**src/rtl/multi_sel_seq.sv**
```systemverilog
// multi_sel_seq: operand-by-coefficient product sequencer; define MULTI_SEL_ACCUM_EN to add the running-sum acc port
module multi_sel_seq #(
  parameter int DW = 8,
  parameter int CW = 4,
  parameter int NCOEF = 4,
  parameter logic [NCOEF*CW-1:0] COEFS = {4'd8, 4'd7, 4'd3, 4'd1},
  localparam int OW = DW + CW,
  localparam int IW = (NCOEF > 1) ? $clog2(NCOEF) : 1
) (
  input  logic          clk,
  input  logic          rst,
  input  logic [DW-1:0] d,
  input  logic          in_valid,
  output logic          input_grant,
  output logic [OW-1:0] out,
  output logic          out_valid,
  input  logic          out_ready,
  output logic [IW-1:0] out_idx,
  output logic          out_last
`ifdef MULTI_SEL_ACCUM_EN
  ,
  output logic [OW+IW-1:0] acc
`endif
);
  typedef enum logic {IDLE, RUN} state_t;
  localparam logic [IW-1:0] LAST = IW'(NCOEF - 1);
  state_t r_state, w_next;
  logic [DW-1:0] r_op;
  logic [IW-1:0] r_idx;
  logic [CW-1:0] w_coef;
  logic [OW-1:0] w_prod;
  logic w_accept, w_beat;
  assign w_accept = (r_state == IDLE) && in_valid;
  assign w_beat = (r_state == RUN) && out_ready;
  assign w_coef = COEFS[int'(r_idx)*CW +: CW];
  // state register
  always_ff @(posedge clk)
    r_state <= rst ? IDLE : w_next;
  // next state: accept moves to RUN, handshake on the last beat returns to IDLE
  always_comb begin
    w_next = r_state;
    if (r_state == IDLE && w_accept) w_next = RUN;
    if (r_state == RUN && w_beat && r_idx == LAST) w_next = IDLE;
  end
  // outputs decoded from registered state only
  always_comb begin
    input_grant = (r_state == IDLE);
    out_valid = (r_state == RUN);
    out_last = (r_state == RUN) && (r_idx == LAST);
    out_idx = r_idx;
    out = w_prod;
  end
  // operand capture and coefficient index stepping
  always_ff @(posedge clk)
    if (rst) begin
      r_op <= '0;
      r_idx <= '0;
    end else if (w_accept) begin
      r_op <= d;
      r_idx <= '0;
    end else if (w_beat)
      r_idx <= (r_idx == LAST) ? '0 : r_idx + 1'b1;
  // shift-add product of the operand and the selected coefficient
  always_comb begin
    w_prod = '0;
    for (int b = 0; b < CW; b++)
      w_prod = w_prod + (w_coef[b] ? (OW'(r_op) << b) : '0);
  end
`ifdef MULTI_SEL_ACCUM_EN
  logic [OW+IW-1:0] r_acc;
  assign acc = r_acc;
  // running sum: cleared on accept, adds each product on its handshake
  always_ff @(posedge clk)
    if (rst || w_accept) r_acc <= '0;
    else if (w_beat) r_acc <= r_acc + (OW+IW)'(w_prod);
`endif
endmodule

```
**config.mk**
```make
export PLATFORM = sky130hd
export DESIGN_NAME = multi_sel_seq
export DESIGN_NICKNAME = d
export VERILOG_FILES = /design/src/rtl/multi_sel_seq.sv
export SDC_FILE = /design/constraint.sdc
export NUM_CORES = 1
export LEC_CHECK = 0
export CAP_MARGIN = 20
export CORE_AREA = 2 2 59 61
export DETAILED_ROUTE_END_ITERATION = 7
export DIE_AREA = 0 0 61 63
export PLACE_DENSITY_LB_ADDON = 0.08
export SLEW_MARGIN = 20
export SYNTH_ARGS = -nofsm -noshare
export SYNTH_HDL_FRONTEND = slang
export SYNTH_SLANG_ARGS = --single-unit
```
**constraint.sdc**
```tcl
create_clock -name clk -period 3.4 [get_ports clk]
set_input_delay 0.51 -clock clk [delete_from_list [all_inputs] [get_ports clk]]
set_output_delay 0.51 -clock clk [all_outputs]
set_load 0.02 [all_outputs]
```
==> impl_metrics.py, run 1 <==
metrics = {
    "outcome": {
        "status": "finished with violations",
        "violations": "setup timing",
    },
    "yosys": {
        "yosysWarnings": 0,
        "yosys.area.top_type": "fa_1",
        "synth_top_flop_cell": "dfxtp_1",
        "synth_nets": 201,
        "synth_adder_area_share": 0.339,
        "synth-compound-area-share": 0.0941,
        "avgSynthCellArea_sq_um": 8.78,
        "synth.distinct_cells": 34,
        "synth_top_family_by_area": "adder cells",
        "yosysSeqAreaShare": 0.158,
        "synth-simple-area-share": 0.250,
        "netlist_instances": 159,
        "syn_area_sq_um": 1400,
        "synth_enable_flop_cells": 0,
        "muxShareOfSynthArea": 0.0573,
        "ys_top_cells_by_area": "fa_1, dfxtp_1, ha_1, and2_1, inv_1",
        "async_reset_ff_frac": 0,
        "yosysTopAreaCellShare": 0.186,
        "ys_ff_latch": 11,
        "yosys.area_share.xor_xnor": 0.0314,
    },
    "power": {
        "powerDensity_nw_per_um2": 162,
        "ir_drop_mv": 0.182,
        "p_leak_nw": 1.06,
        "finalPower_w": 0.000357,
    },
    "placement": {
        "dp_hpwl_mm": 2.46,
        "pre_cts_slack_ns": -0.843,
        "port-buffer-count": 28,
        "place_inst": 259,
        "gp_congestion": 0.768,
    },
    "drt": {
        "met2_wirelength_mm": 1.53,
        "drcViolationCount": 0,
        "wl_per_cell_um": 11.5,
        "ant_nets": 0,
        "drt_first_pass_iters": 4,
        "vias": 1250,
        "drt_iter0_drc": 50,
        "top_layer": "met4",
        "drt-met1-wl_mm": 1.45,
        "routed_wl_mm": 3.09,
        "vias_per_cell": 4.65,
        "dr_wl_met3_um": 77,
    },
    "grt": {
        "grt_use_total": 0.178,
        "grt_max_degree": 12,
        "gr-total-overflow": 0,
        "antenna_found_initial": 0,
        "grt_pass1_wl_mm": 5.30,
        "grt_pass1_vias": 1292,
    },
    "clock_tree": {
        "clock-root-buffer": "clkbuf_4",
        "cts_buffers": 3,
        "insertion_delay_ns": 0.27,
        "cts_tree": "done",
        "clk_pin_slew_ns": 0.07,
        "ctsLongestPathBuffers": 2,
        "cts_htree_levels": 1,
        "cts.sinks": 11,
    },
    "worst_setup_path": {
        "worstSetupPathType": "register to output port",
        "worstPathRequired_ns": 2.89,
        "endpoint_kind": "output port",
        "reg2reg_slack_ns": 1.82,
        "worstPathMaxFanout": 5,
        "critPathArrivalTime_ns": 3.51,
        "worstSetupStartpointType": "register",
    },
    "timing": {
        "slew_violations": 0,
        "rsz0062_at_grt": "yes",
        "worst_slew_pin_slew_ns": 0.936,
        "period_needed_ns": 4.02,
        "relSlewSlack": 0.375,
        "setup_violations": 8,
        "finalHoldViolCount": 0,
        "setup_ws_ns": -0.625,
        "fin_crit_sh": 1.18,
        "skew_ns": 0.00201,
        "max_freq_mhz": 248,
    },
    "die": {
        "placement_rows": 21,
        "die_x_um": 61,
        "io_pins": 29,
        "start_util": 0.432,
        "core_sq_um": 3230,
        "fp.dieH_um": 63,
        "dieArea_sq_um": 3840,
    },
    "final_layout": {
        "areaGrowthSynthToFinish_pct": 58.0,
        "fill_cells": 261,
        "n_antenna_cell": 0,
        "postLayoutCoreUtil": 0.683,
        "drive_above_1_share": 0.350,
        "fin_cells": 269,
        "nNetsFinal": 266,
    },
    "worst_hold_path": {
        "hp-class": "register to register",
    },
    "flow_run": {
        "drv_cap": 0,
    },
}
==> stage by stage <==
step	area, sq um	hold slack (ns)	setup TNS, ns
2_1_floorplan	1560	0.495	-0.653
3_3_place_gp	2100	0.551	-4.39
3_5_place_dp	2100	0.561	-4.58
4_1_cts	2170	0.573	-3.09
5_1_grt	2210	0.622	-4.35
6_report	2210	0.568	-3.25
==> metal layers <==
| layer | track usage | vias to the layer above |
|---|---|---|
| li1 | - | 648 |
| met1 | 0.246 | 578 |
| met2 | 0.284 | 19 |
| met3 | 0.0331 | 5 |
| met4 | 0.0408 | 0 |
| met5 | 0 | - |
==> worst max-delay path, cell delays in order, from the launching register on <==
cell and delay, ns:
dfxtp_4 0.39, inv_4 0.05, ha_4 0.15, and2_4 0.15, fa_1 0.50, inv_1 0.05, fa_1 0.48, inv_2 0.04
ha_4 0.16, fa_2 0.37, a21o_1 0.20, a221oi_4 0.28, buf_6 0.16, o311ai_4 0.09, buf_6 0.16
==> logic make-up (layout without fill, tap and decap cells) <==
family / after synthesis / after routing
flip-flops: 11 / 11
AO/OA/AOI/OAI: 18 / 18
AND/OR/NAND/NOR: 61 / 61
XOR/XNOR: 5 / 5
adder cells (fa/ha/maj): 30 / 30
multiplexers: 8 / 8
buffers and inverters: 26 / 90
==> placed cells by master, fill, tap and decap left out, drive strengths merged, types with 4 or more instances in the layout <==
| cell | n |
|---|---|
| clkbuf | 4 |
| clkdlybuf4s50 | 19 |
| ha | 17 |
| buf | 42 |
| dfxtp | 11 |
| nand2b | 7 |
| o21ai | 4 |
| xnor2 | 4 |
| a21oi | 4 |
| inv | 24 |
| mux2i | 8 |
| and2 | 16 |
| nor2 | 15 |
| nor2b | 12 |
| fa | 13 |
==> area by class of cell <==
| cell class | count | area (sq um) | share of cell area |
|---|---|---|---|
| multi-input cells | 122 | 1260 | 0.572 |
| repair buffers | 62 | 541 | 0.245 |
| flip-flops and latches | 11 | 228 | 0.103 |
| inverters | 24 | 92.6 | 0.0420 |
| well taps | 46 | 57.6 | 0.0261 |
| clock buffers | 4 | 26.3 | 0.0119 |
==> registers in the layout, indices dropped and copies added, names as in the netlist <==
signal and count:
r_op 8, out_idx 2, out_valid 1
==> power by group <==
part | total (W) | switching (W) | internal, W
sequential | 0.000143 | 0.00000819 | 0.000135
clock | 0.0000919 | 0.0000464 | 0.0000455
combinational | 0.000122 | 0.0000553 | 0.0000662
==> synth_stat cells (2+ instances only) <==
| master | number |
|---|---|
| nand2b_1 | 7 |
| ha_1 | 17 |
| o21ai_0 | 3 |
| mux2i_1 | 8 |
| nor2b_1 | 12 |
| dfxtp_1 | 11 |
| xnor2_1 | 4 |
| fa_1 | 13 |
| a31oi_1 | 2 |
| inv_1 | 24 |
| a21oi_1 | 4 |
| nor2_1 | 15 |
| nand3_1 | 2 |
| a21o_1 | 2 |
| and2_1 | 16 |
==> path summary, 6_finish.rpt <==
| path | from | to | cells after the start |
|---|---|---|---|
| setup / recovery | out_idx[0]$_SDFFE_PP0P_ | out[11] | 14 |
| hold / removal | out_valid$_SDFFE_PP0P_ | out_idx[1]$_SDFFE_PP0P_ | 2 |
| setup reg to reg | out_valid$_SDFFE_PP0P_ | r_op[6]$_SDFFE_PP0P_ | 3 |
| hold reg to reg | out_valid$_SDFFE_PP0P_ | out_idx[1]$_SDFFE_PP0P_ | 2 |
==> timing repair <==
item,in CTS,in global routing
hold buffers,0,0
buffers inserted,4,2
pin swaps,5,2
endpoints found under the setup margin,9,8
resized for setup,52,4
No activity file was read; power rests on OpenSTA's default activity.
==> inputs of run 2 (changes only) <==
Settings changed: CORE_AREA 2 2 59 61 to 2 2 56 58, DIE_AREA 0 0 61 63 to 0 0 58 60.
Clock period 3.4 ns to 4.55 ns, I/O delays scaled along.
==> impl_metrics.py, run 2 (synthesis gave the netlist of run 1 again) <==
metrics = {
    "outcome": {
        "status": "completed",
    },
    "final_layout": {
        "multi_input_comb_area_sq_um": 1080,
        "areaGrowthSynthToFinish_pct": 29.4,
        "layout_common_cells": "inv_1, clkdlybuf4s50_1, ha_1",
        "fill_cells": 261,
        "largest_reg_flops": 8,
        "nNetsFinal": 243,
        "n_antenna_cell": 0,
        "seq_area_sq_um": 221,
        "mostFrequentLayoutCell": "inv_1",
        "drive_above_1_share": 0.115,
        "regMostFlops": "r_op",
    },
    "grt": {
        "grt_pass1_wl_mm": 4.80,
        "grt_use_total": 0.178,
        "grt_max_degree": 12,
        "grt_pass1_vias": 1135,
        "antenna_found_initial": 0,
        "gr-total-overflow": 0,
    },
    "clock_tree": {
        "cts_buffers": 3,
        "insertion_delay_ns": 0.27,
        "clock-root-buffer": "clkbuf_4",
        "clk_pin_slew_ns": 0.08,
        "cts_tree": "done",
        "cts_hold_buf": 0,
        "cts.sinks": 11,
        "ctsLongestPathBuffers": 2,
        "cts_htree_levels": 1,
    },
    "flow_run": {
        "drv_cap": 0,
    },
    "worst_hold_path": {
        "hp-class": "register to register",
    },
    "die": {
        "core_sq_um": 2900,
        "die_x_um": 58,
        "start_util": 0.481,
        "dieArea_sq_um": 3480,
        "placement_rows": 20,
        "io_pins": 29,
        "fp.dieH_um": 60,
    },
    "drt": {
        "wl_per_cell_um": 12.2,
        "drt_iter0_drc": 18,
        "drt_first_pass_iters": 4,
        "drcViolationCount": 0,
        "ant_nets": 0,
        "vias_per_cell": 5.08,
        "vias": 1183,
        "routed_wl_mm": 2.85,
    },
    "worst_setup_path": {
        "worstPathMaxFanout": 4,
        "worstPathRequired_ns": 3.87,
        "endpoint_kind": "output port",
        "worstSetupStartpointType": "register",
        "worstSetupPathType": "register to output port",
        "critPathArrivalTime_ns": 3.70,
    },
    "placement": {
        "port-buffer-count": 28,
        "dp_hpwl_mm": 2.37,
        "pre_cts_slack_ns": -0.110,
        "gp_congestion": 0.787,
    },
    "timing": {
        "max_freq_mhz": 228,
        "rsz0062_at_grt": "yes",
        "relSlewSlack": 0.383,
        "timing.hold.ws_ns": 0.558,
        "period_needed_ns": 4.38,
        "setup_ws_ns": 0.169,
        "skew_ns": 0.00903,
        "finalHoldViolCount": 0,
        "slew_violations": 0,
        "fin_crit_sh": 0.963,
        "setup_violations": 0,
        "worst_slew_pin_slew_ns": 0.923,
    },
    "power": {
        "p_clk_frac": 0.265,
        "sw_frac_of_total": 0.304,
        "ir_drop_mv": 0.177,
        "powerDensity_nw_per_um2": 138,
        "power_frac_seq": 0.437,
        "comb_power_share": 0.299,
        "p_leak_nw": 0.925,
        "switchingPower_w": 0.0000758,
        "p_int_w": 0.000174,
    },
}
run 2: changes by cell type in the layout (fill, tap and decap cells not counted), sizes merged:
cell	before	now
clkdlybuf4s50	19	22
clkbuf	4	5
dlymetal6s2s	0	1
clkinv	0	1
buf	42	13
run 2: final timing paths:
kind	endpoint	cells past startpoint	slack [ns]	startpoint
hold / removal	r_op[4]$_SDFFE_PP0P_	2	0.56	r_op[4]$_SDFFE_PP0P_
setup / recovery	out[11]	14	0.17	out_idx[0]$_SDFFE_PP0P_
setup reg to reg	r_op[1]$_SDFFE_PP0P_	3	2.97	out_valid$_SDFFE_PP0P_
hold reg to reg	r_op[4]$_SDFFE_PP0P_	2	0.56	r_op[4]$_SDFFE_PP0P_
run 2: layout make-up:
class,instances,area share
Clock buffer,3,0.0125
Sequential cell,11,0.123
Clock inverter,1,0.00277
Timing Repair Buffer,39,0.192
Tap cell,33,0.0229
Inverter,24,0.0499
Multi-Input combinational cell,122,0.598
run 2: what timing repair did:
action,CTS,global route
pin swaps,1,1
cloned,0,0
setup endpoints to repair,5,6
resized for setup,11,10
setup buffers,0,0
run 2: layer usage:
layer	wire (um)	track usage
met1	1290	0.239
met2	1460	0.308
met3	97	0.0346
met4	0	0.0199
met5	0	0
run 2: critical path, cell delays in order, from the launching register on:
cell      delay [ns]
dfxtp_2         0.36
inv_1           0.06
ha_1            0.21
and2_1          0.18
fa_1            0.50
inv_1           0.05
fa_1            0.52
inv_1           0.04
ha_1            0.21
fa_2            0.35
a21o_1          0.19
a221oi_2        0.30
nand3_1         0.13
o311ai_1        0.11
buf_2           0.22
run 2: per-stage QoR:
step	area, sq um	instances	utilization	TNS (ns)	power (W)
detailed placement	1790	229	0.617	-0.202	0.000187
floorplan	1400	159	-	0	0.000152
global placement	1790	229	0.617	0	0.000185
global route	1810	233	0.622	-0.0385	0.000268
finish	1810	233	0.622	0	0.000250
CTS	1810	233	0.624	-0.0757	0.000254
run 2: power groups by stage:
stage | sequential (W) | combinational (W) | clock (W)
3_5_place_dp | 0.000111 | 0.0000760 | 0
4_1_cts | 0.000109 | 0.0000757 | 0.0000692
5_1_grt | 0.000110 | 0.0000818 | 0.0000762
6_report | 0.000109 | 0.0000746 | 0.0000661
3_3_place_gp | 0.000111 | 0.0000747 | 0
2_1_floorplan | 0.000110 | 0.0000424 | 0
